## config.mk

```make
export PLATFORM = sky130hd
export DESIGN_NAME = barrel_shift_ctrl_flat
export DESIGN_NICKNAME = d
export VERILOG_FILES = /design/src/rtl/barrel_shift_ctrl_if.sv /design/src/rtl/barrel_shift_ctrl.sv /design/src/flat_wrapper.sv
export SDC_FILE = /design/constraint.sdc
export NUM_CORES = 1
export LEC_CHECK = 0
export CAP_MARGIN = 20
export CELL_PAD_IN_SITES_DETAIL_PLACEMENT = 1
export CELL_PAD_IN_SITES_GLOBAL_PLACEMENT = 2
export CORE_ASPECT_RATIO = 1.75
export CORE_MARGIN = 8
export CORE_UTILIZATION = 29
export CTS_CLUSTER_DIAMETER = 80
export DETAILED_ROUTE_END_ITERATION = 16
export GPL_TIMING_DRIVEN = 0
export PLACE_DENSITY = 0.81
export SLEW_MARGIN = 20
export SYNTH_ARGS = -nofsm -noshare
export SYNTH_HDL_FRONTEND = slang
export SYNTH_SLANG_ARGS = --single-unit
```

## constraint.sdc

```tcl
create_clock -name clk -period 2.2 [get_ports clk]
set_input_delay 0.33 -clock clk [delete_from_list [all_inputs] [get_ports clk]]
set_output_delay 0.33 -clock clk [all_outputs]
set_load 0.02 [all_outputs]
```

## src/rtl/barrel_shift_ctrl_if.sv

```systemverilog
// Request/response and shifter-side bundle for barrel_shift_ctrl.
// The slave modport is the controller; the master side is the requester plus shifter.
interface barrel_shift_ctrl_if;
    logic       in_valid;
    logic       in_ready;
    logic [7:0] in_data;
    logic [2:0] in_amt;
    logic [7:0] D;
    logic [7:0] N;
    logic [7:0] W;
    logic       out_valid;
    logic       out_ready;
    logic [7:0] out_data;
    logic       busy;
    logic [7:0] done_cnt;

    modport slave (
        input  in_valid, in_data, in_amt, W, out_ready,
        output in_ready, D, N, out_valid, out_data, busy, done_cnt
    );

    modport master (
        output in_valid, in_data, in_amt, W, out_ready,
        input  in_ready, D, N, out_valid, out_data, busy, done_cnt
    );
endinterface

```

## src/rtl/barrel_shift_ctrl.sv

```systemverilog
// Sequences a one-hot barrel shifter: drives operand and select, lets the
// shifter settle for SETTLE_CYCLES edges, then captures its result.
module barrel_shift_ctrl #(
    parameter int SETTLE_CYCLES = 2
) (
    input  logic              clk,
    input  logic              rst,
    barrel_shift_ctrl_if.slave bus
);
    // state | meaning
    // IDLE  | waiting for a request, N quiet
    // DRIVE | D/N applied, settle counter running
    // HOLD  | result captured, waiting for consumer
    typedef enum logic [1:0] {
        IDLE  = 2'b00,
        DRIVE = 2'b01,
        HOLD  = 2'b10
    } state_t;

    localparam logic [3:0] CNT_LOAD = 4'(SETTLE_CYCLES - 1);

    state_t     r_state;
    logic [3:0] r_cnt;
    logic [7:0] r_d;
    logic [7:0] r_n;
    logic [7:0] r_out_data;
    logic [7:0] r_done_cnt;
    logic       r_out_valid;
    logic       r_busy;

    always_ff @(posedge clk or posedge rst) begin
        if (rst) begin
            r_state     <= IDLE;
            r_cnt       <= 4'd0;
            r_d         <= 8'h00;
            r_n         <= 8'h00;
            r_out_data  <= 8'h00;
            r_done_cnt  <= 8'h00;
            r_out_valid <= 1'b0;
            r_busy      <= 1'b0;
        end else begin
            case (r_state)
                IDLE: begin
                    if (bus.in_valid) begin
                        r_d     <= bus.in_data;
                        r_n     <= 8'b1 << bus.in_amt;
                        r_cnt   <= CNT_LOAD;
                        r_busy  <= 1'b1;
                        r_state <= DRIVE;
                    end
                end
                DRIVE: begin
                    if (r_cnt == 4'd0) begin
                        r_out_data  <= bus.W;
                        r_n         <= 8'h00;
                        r_out_valid <= 1'b1;
                        r_state     <= HOLD;
                    end else begin
                        r_cnt <= r_cnt - 4'd1;
                    end
                end
                HOLD: begin
                    if (bus.out_ready) begin
                        r_out_valid <= 1'b0;
                        r_busy      <= 1'b0;
                        r_done_cnt  <= r_done_cnt + 8'd1;
                        r_state     <= IDLE;
                    end
                end
                default: begin
                    // unused encoding: drop any drive and fall back to IDLE
                    r_n         <= 8'h00;
                    r_out_valid <= 1'b0;
                    r_busy      <= 1'b0;
                    r_cnt       <= 4'd0;
                    r_state     <= IDLE;
                end
            endcase
        end
    end

    assign bus.in_ready  = (r_state == IDLE) && !rst;
    assign bus.D         = r_d;
    assign bus.N         = r_n;
    assign bus.out_valid = r_out_valid;
    assign bus.out_data  = r_out_data;
    assign bus.busy      = r_busy;
    assign bus.done_cnt  = r_done_cnt;
endmodule

```

## src/flat_wrapper.sv

```systemverilog
// flat-port wrapper written by rule: the top's interface ports become plain ports
module barrel_shift_ctrl_flat 
#(
    parameter int SETTLE_CYCLES = 2
)
  (clk, rst, bus_in_valid, bus_in_data, bus_in_amt, bus_W, bus_out_ready, bus_in_ready, bus_D, bus_N, bus_out_valid, bus_out_data, bus_busy, bus_done_cnt);
  barrel_shift_ctrl_if bus_i ();
  input  logic clk;
  input  logic rst;
  input wire logic [$bits(bus_i.in_valid)-1:0] bus_in_valid;
  input wire logic [$bits(bus_i.in_data)-1:0] bus_in_data;
  input wire logic [$bits(bus_i.in_amt)-1:0] bus_in_amt;
  input wire logic [$bits(bus_i.W)-1:0] bus_W;
  input wire logic [$bits(bus_i.out_ready)-1:0] bus_out_ready;
  output wire logic [$bits(bus_i.in_ready)-1:0] bus_in_ready;
  output wire logic [$bits(bus_i.D)-1:0] bus_D;
  output wire logic [$bits(bus_i.N)-1:0] bus_N;
  output wire logic [$bits(bus_i.out_valid)-1:0] bus_out_valid;
  output wire logic [$bits(bus_i.out_data)-1:0] bus_out_data;
  output wire logic [$bits(bus_i.busy)-1:0] bus_busy;
  output wire logic [$bits(bus_i.done_cnt)-1:0] bus_done_cnt;
  assign bus_i.in_valid = bus_in_valid;
  assign bus_i.in_data = bus_in_data;
  assign bus_i.in_amt = bus_in_amt;
  assign bus_i.W = bus_W;
  assign bus_i.out_ready = bus_out_ready;
  assign bus_in_ready = bus_i.in_ready;
  assign bus_D = bus_i.D;
  assign bus_N = bus_i.N;
  assign bus_out_valid = bus_i.out_valid;
  assign bus_out_data = bus_i.out_data;
  assign bus_busy = bus_i.busy;
  assign bus_done_cnt = bus_i.done_cnt;
  barrel_shift_ctrl #(.SETTLE_CYCLES(SETTLE_CYCLES)) u_core (.clk(clk), .rst(rst), .bus(bus_i));
endmodule
```

* After elaboration in Yosys (flattened, before gate mapping)
Index checks and enable logic that the tools add are counted.
Storage, ports and cells: register bits 40, input bits 23, output and inout port bits 35
Operators by class: muxes and demuxes 15, equality and inequality tests 6, add/subtract/negate cells 2, bitwise gates (word level) 3, reduce and logical (&&, ||, !) cells 12, shift operators 1
Operators with widths (count):
- case mux 8 bit (3 select lines) | 1
- 2-to-1 mux 8 bit | 2
- AND reduction 3 bit | 5
- case mux 4 bit (3 select lines) | 1
- adder 8 x 1 -> 8 bit, second input constant | 1
- 2-to-1 mux 4 bit | 2
- << shifter 1 x 3 -> 8 bit, first input constant | 1
- 2-to-1 mux 2 bit | 3
- inequality test 2 bit, second input constant | 3
- case mux 1 bit (3 select lines) | 2
- case mux 2 bit (3 select lines) | 1
- AND reduction 2 bit | 3
- zero test 4 bit | 1
- subtractor 4 x 1 -> 4 bit, second input constant | 1
- 2-to-1 mux 1 bit | 3
- NOT 1 bit | 3
- == test 2 x 1 -> 1 bit, second input constant | 1
- == test 2 bit, second input constant | 1
- zero test 2 bit | 1
- inequality test 2 x 1 -> 1 bit, second input constant | 1
- logical AND 1 bit | 1
- zero test 1 bit | 1

* Depth between registers and ports, before layout
Gate-level depths: netlist (run 1).
depth in word-level cells 3, mapped depth 6

* Worst setup path before layout (run 1)
No wires, ideal clock.
kind reg2reg, start reg u_core.r_cnt[0], end reg u_core.r_out_data[0], in the netlist u_core.bus.out_data[0], clock period less this slack 1808 ps, arrival 1683 ps, cell stages (with the launch flop) 7, setup time 125 ps, slack 392 ps, path buffers 1, cells stage by stage dfrtp_1 > inv_1 > ha_1 > or3b_4 > or2_1 > buf_6 > mux2_4
Between the ends: word-level cells in the longest chain between the ends 2
Ends and longest elaborated chain:
- start, declared | line barrel_shift_ctrl.sv:23 | logic [3:0] r_cnt;
- start signal, assigned | line barrel_shift_ctrl.sv:59 | r_cnt <= r_cnt - 4'd1;
- zero test 4 bit | line barrel_shift_ctrl.sv:53 | if (r_cnt == 4'd0) begin
- AND reduction 2 bit (no source line)
- end signal, assigned | line barrel_shift_ctrl.sv:54 | r_out_data <= bus.W;
- end, declared | line barrel_shift_ctrl.sv:26 | logic [7:0] r_out_data;
Every way passes these cells. A chain may end at the register's enable or synchronous reset.

* Final worst setup path (run 1)
start reg u_core.r_cnt[0], end reg u_core.r_n[4], in the netlist u_core.bus.N[4]
Between the ends: word-level cells in the longest chain between the ends 3
Ends and longest elaborated chain:
- zero test 4 bit | line barrel_shift_ctrl.sv:53
- inequality test 2 x 1 -> 1 bit (no source line)
- AND reduction 3 bit (no source line)
- end signal, assigned | line barrel_shift_ctrl.sv:46 | r_n <= 8'b1 << bus.in_amt;
- end, declared | line barrel_shift_ctrl.sv:25 | logic [7:0] r_n;
Every way passes these cells.

==> metrics.txt, run 1 <==
# TYPE chip_impl_metric gauge
chip_impl_metric{name="antenna_cells_inserted",unit=""} 0
chip_impl_metric{name="drt-initial-drc-count",unit=""} 36
chip_impl_metric{name="crit_cells",unit=""} 6
chip_impl_metric{name="dr_total_vias",unit=""} 1305
chip_impl_metric{name="critical_path.max_fanout",unit=""} 8
chip_impl_metric{name="drv_cap",unit=""} 0
chip_impl_metric{name="detailedRoute.firstPassIterationCount",unit=""} 4
chip_impl_metric{name="viasPerCell",unit=""} 4.531
chip_impl_metric{name="compound_gate_fraction_of_synth_area",unit=""} 0.05014
chip_impl_metric{name="initial_antenna_violation_count",unit=""} 0
chip_impl_metric{name="layoutNonFillerInstCount",unit=""} 288
chip_impl_metric{name="clock_buffers_created_by_tritoncts",unit=""} 5
chip_impl_metric{name="remaining_drc_errors",unit=""} 0
chip_impl_metric{name="antenna_violating_nets_post_route",unit=""} 0
chip_impl_metric{name="synth_simple_gate_area_share",unit=""} 0.1367
chip_impl_metric{name="overflow_left_after_global_routing",unit=""} 0
chip_impl_metric{name="clock_path_buffers",unit=""} 2
chip_impl_metric{name="power.ir.vdd_worst",unit="mV"} 0.4894
chip_impl_metric{name="top_level_ports",unit=""} 58
chip_impl_metric{name="synth.avg_cell_area",unit="um^2"} 12.83
chip_impl_info{name="layout_commonest_cell",value="sky130_fd_sc_hd__clkdlybuf4s50_1"} 1
chip_impl_metric{name="synth_area",unit="um^2"} 1822
chip_impl_metric{name="first_global_vias",unit=""} 1460
chip_impl_metric{name="worst_pin_slew",unit="ns"} 0.6930
chip_impl_info{name="crit_path_start",value="u_core.r_cnt[0]$_DFFE_PP0P_"} 1
chip_impl_info{name="timing.critical_path.from_type",value="register"} 1
chip_impl_info{name="synth_area_leaders",value="sky130_fd_sc_hd__dfrtp_1 55%, sky130_fd_sc_hd__mux2_2 11%, sky130_fd_sc_hd__mux2_4 6.6%"} 1
chip_impl_info{name="critical_path.reg2reg.startpoint",value="u_core.r_cnt[0]$_DFFE_PP0P_"} 1
chip_impl_metric{name="synth_edf_count",unit=""} 0
chip_impl_metric{name="post_synth_num_cell_types",unit=""} 35
chip_impl_metric{name="dp.cells",unit=""} 280
chip_impl_metric{name="avgRoutedWirePerCell",unit="um"} 16.06
chip_impl_metric{name="area_growth",unit="%"} 44.78
chip_impl_info{name="timing_worst_setup_path_type",value="reg -> reg"} 1
chip_impl_metric{name="globalplace.congestion",unit=""} 0.7392
chip_impl_metric{name="clock_insertion_delay_worst_skew",unit="ns"} 0.30
chip_impl_info{name="result_of_the_run",value="finished, final reports clean"} 1
chip_impl_metric{name="grt_max_degree",unit=""} 29
chip_impl_metric{name="synth_largest_type_area_fraction",unit=""} 0.5495
chip_impl_metric{name="num_rows",unit=""} 38
chip_impl_metric{name="power.density",unit="nW/um^2"} 1393
chip_impl_metric{name="synth.area.mux_share",unit=""} 0.1827
chip_impl_metric{name="post_layout_total_power",unit="mW"} 3.675
chip_impl_metric{name="worst-endpoint-arrival",unit="ns"} 2.19
chip_impl_metric{name="clkSlewWorstSetupHoldPaths",unit="ns"} 0.08
chip_impl_metric{name="cp.required",unit="ns"} 2.38
chip_impl_info{name="yosys_most_used_dff",value="sky130_fd_sc_hd__dfrtp_1"} 1
chip_impl_metric{name="routed_wl",unit="mm"} 4.626
chip_impl_info{name="crit_chain",value="inv_1 > ha_1 > nor3b_1 > o22a_1 > buf_2 > mux2_2"} 1
chip_impl_info{name="rsz0062_at_grt",value="no"} 1
chip_impl_metric{name="syn-instance-count",unit=""} 142
chip_impl_metric{name="slew-limit-headroom",unit=""} 0.5360
chip_impl_metric{name="skew_final",unit="ns"} 0.006353
chip_impl_metric{name="period_utilization",unit=""} 0.9120
chip_impl_metric{name="dp_hpwl",unit="mm"} 3.505
chip_impl_metric{name="reg2regPathDepth",unit=""} 6
chip_impl_metric{name="cts_max_level",unit=""} 2
chip_impl_metric{name="leakagePower",unit="nW"} 1.196
chip_impl_metric{name="seq_area_frac_synth",unit=""} 0.5495
chip_impl_info{name="critPathCaptureType",value="register"} 1
chip_impl_metric{name="ctsHoldBuffers",unit=""} 0
chip_impl_info{name="clock_tree.root_cell",value="sky130_fd_sc_hd__clkbuf_8"} 1
chip_impl_metric{name="final_hold_viol_count",unit=""} 0
chip_impl_metric{name="worst-r2r-setup-slack",unit="ns"} 0.19
chip_impl_metric{name="critical-path-max-stage-delay",unit="ns"} 0.41
chip_impl_metric{name="yosysWarningCount",unit=""} 0
chip_impl_info{name="category_of_cells_accounting_for_the_largest_share_of_critical_path_delay",value="flip-flops"} 1
chip_impl_metric{name="synth_xor_xnor_area_share",unit=""} 0.03365
chip_impl_info{name="synth_largest_area_cell",value="sky130_fd_sc_hd__dfrtp_1"} 1
chip_impl_metric{name="area_of_the_core",unit="um^2"} 6133
chip_impl_metric{name="grt_pass1_wl",unit="mm"} 7.610
chip_impl_metric{name="ys_ff_latch",unit=""} 40
chip_impl_info{name="critical_path.endpoint",value="u_core.bus.N[4]$_DFFE_PP0P_"} 1
chip_impl_metric{name="nets",unit=""} 233
chip_impl_info{name="r2r-end",value="u_core.bus.N[4]$_DFFE_PP0P_"} 1
chip_impl_metric{name="timing.final.max_slew_violations",unit=""} 0
chip_impl_metric{name="io_buffers",unit=""} 57
chip_impl_metric{name="post_route_cells_drive_above_1_share",unit=""} 0.2019
chip_impl_metric{name="max_freq",unit="GHz"} 0.4984
chip_impl_metric{name="clkSinkCount",unit=""} 40
chip_impl_metric{name="die_area",unit="um^2"} 9174
chip_impl_metric{name="synth.net_count",unit=""} 168
chip_impl_info{name="critical_path.slowest_cell",value="sky130_fd_sc_hd__dfrtp_1"} 1
chip_impl_metric{name="layout_min_cycle_time",unit="ns"} 2.006
chip_impl_info{name="tritoncts",value="yes"} 1
chip_impl_metric{name="initial_utilization",unit=""} 0.2970
chip_impl_metric{name="chipWidth",unit="um"} 75.92
chip_impl_info{name="mostFrequentLayoutCells",value="56 x sky130_fd_sc_hd__clkdlybuf4s50_1, 40 x sky130_fd_sc_hd__dfrtp_1, 18 x sky130_fd_sc_hd__mux2_2, 8 x sky130_fd_sc_hd__mux2_4"} 1
chip_impl_info{name="dominant_combinational_cell_family_by_area_after_synthesis",value="multiplexers"} 1
chip_impl_metric{name="gr-usage-all-layers",unit=""} 0.1058
chip_impl_metric{name="async_flop_share",unit=""} 1.000
chip_impl_metric{name="crit_buf_inv",unit=""} 2
chip_impl_metric{name="floorplan.die.height",unit="um"} 120.9
chip_impl_info{name="hold_class",value="in -> async"} 1
chip_impl_metric{name="post_synth_adder_cell_area",unit=""} 0.02060
chip_impl_metric{name="setup_violations",unit=""} 0
==> area by class of cell <==
type / instances / area, um^2
well taps: 80 / 100.1
flip-flops and latches: 40 / 1001
repair buffers: 58 / 589.3
clock inverters: 1 / 30.03
plain buffers: 5 / 30.03
fillers: 677 / 3496
clock buffers: 7 / 96.34
multi-input cells: 92 / 772.0
inverters: 5 / 18.77
==> flip-flops by register name, summed over array words and instances, names as in the netlist <==
register,cells
u_core.bus.out_valid,1
u_core.bus.busy,1
u_core.r_cnt,4
u_core.bus.done_cnt,8
u_core.bus.N,8
u_core.r_state,2
u_core.bus.D,8
u_core.bus.out_data,8
==> cells in the mapped netlist, types with 2 or more instances <==
cell                       count
sky130_fd_sc_hd__nand2b_1      3
sky130_fd_sc_hd__xor2_1        6
sky130_fd_sc_hd__nor3b_1       4
sky130_fd_sc_hd__buf_2         3
sky130_fd_sc_hd__nor3_1        5
sky130_fd_sc_hd__o22ai_1       3
sky130_fd_sc_hd__nor2b_1       3
sky130_fd_sc_hd__and3b_1       4
sky130_fd_sc_hd__dfrtp_1      40
sky130_fd_sc_hd__mux2_4        8
sky130_fd_sc_hd__and3_1        2
sky130_fd_sc_hd__inv_1         5
sky130_fd_sc_hd__o21ai_0       3
sky130_fd_sc_hd__mux2_2       18
sky130_fd_sc_hd__a21oi_1       2
sky130_fd_sc_hd__nor2_1        6
sky130_fd_sc_hd__ha_1          3
sky130_fd_sc_hd__nand2_1       7
==> cells by family after synthesis <==
logic type	after synthesis
AOI/OAI and AO/OA	14
and+or+nand+nor	41
DFF	40
muxes	27
xor gates and xnor gates	7
adders and majority gates	3
buffers and inverters	10
==> routing by layer <==
layer,wire (um),track usage,vias to the layer above
met2,2637,0.1949,19
met3,133,0.02596,6
met5,0,0,-
met1,1740,0.1041,660
met4,114,0.06296,0
li1,-,-,620
==> stage by stage <==
stage,setup TNS [ns],hold slack (ns),worst slack (ns),util,instance area (um^2)
finish,0,0.3366,0.1936,0.4300,2638
CTS,0,0.3301,0.1334,0.4300,2638
floorplan,0,0.4373,0.3919,-,1822
global route,0,0.3544,0.01565,0.4300,2638
global placement,-2.921,0.4575,-0.07585,0.4064,2492
detailed placement,0,0.4609,0.1500,0.4096,2512
==> worst register-to-register path, delay by kind of cell, from the launching register on <==
kind                     cells  cell delay, ns
adder cells (fa/ha/maj)      1            0.20
multiplexers                 1            0.35
flip-flops                   1            0.41
AND/OR/NAND/NOR              1            0.41
AO/OA/AOI/OAI                1            0.22
buffers and inverters        2            0.31
==> power by group <==
part | internal [mW] | switching [mW] | leakage (nW)
registers | 1.02 | 0.176 | 0.501
clock network | 0.401 | 0.269 | 0.0645
logic | 0.961 | 0.851 | 0.630
total | 2.38 | 1.30 | 1.20
==> how the worst min path moves through the flow <==
stage                                              end  cells past startpoint
global route        u_core.bus.done_cnt[7]$_DFFE_PP0P_                      2
global placement    u_core.bus.done_cnt[7]$_DFFE_PP0P_                      1
finish              u_core.bus.done_cnt[7]$_DFFE_PP0P_                      2
CTS                 u_core.bus.out_data[3]$_DFFE_PP0P_                      2
detailed placement  u_core.bus.done_cnt[7]$_DFFE_PP0P_                      1
floorplan                u_core.r_state[1]$_DFFE_PP0P_                      1
==> repair_timing <==
action	in CTS	in global routing
resized for setup	1	0
setup buffers	0	0
setup endpoints to repair	1	0
Note: power is estimated with default switching activity, not from simulation.
==> inputs of run 2 (changes only) <==
--- a/config.mk
+++ b/config.mk
@@ -5,7 +5,6 @@
 export SDC_FILE = /design/constraint.sdc
 export NUM_CORES = 1
 export LEC_CHECK = 0
-export CAP_MARGIN = 20
 export CELL_PAD_IN_SITES_DETAIL_PLACEMENT = 1
 export CELL_PAD_IN_SITES_GLOBAL_PLACEMENT = 2
 export CORE_ASPECT_RATIO = 1.75
==> results of run 2 <==
No change in the layout: final DEF, timing and power equal those of run 1.
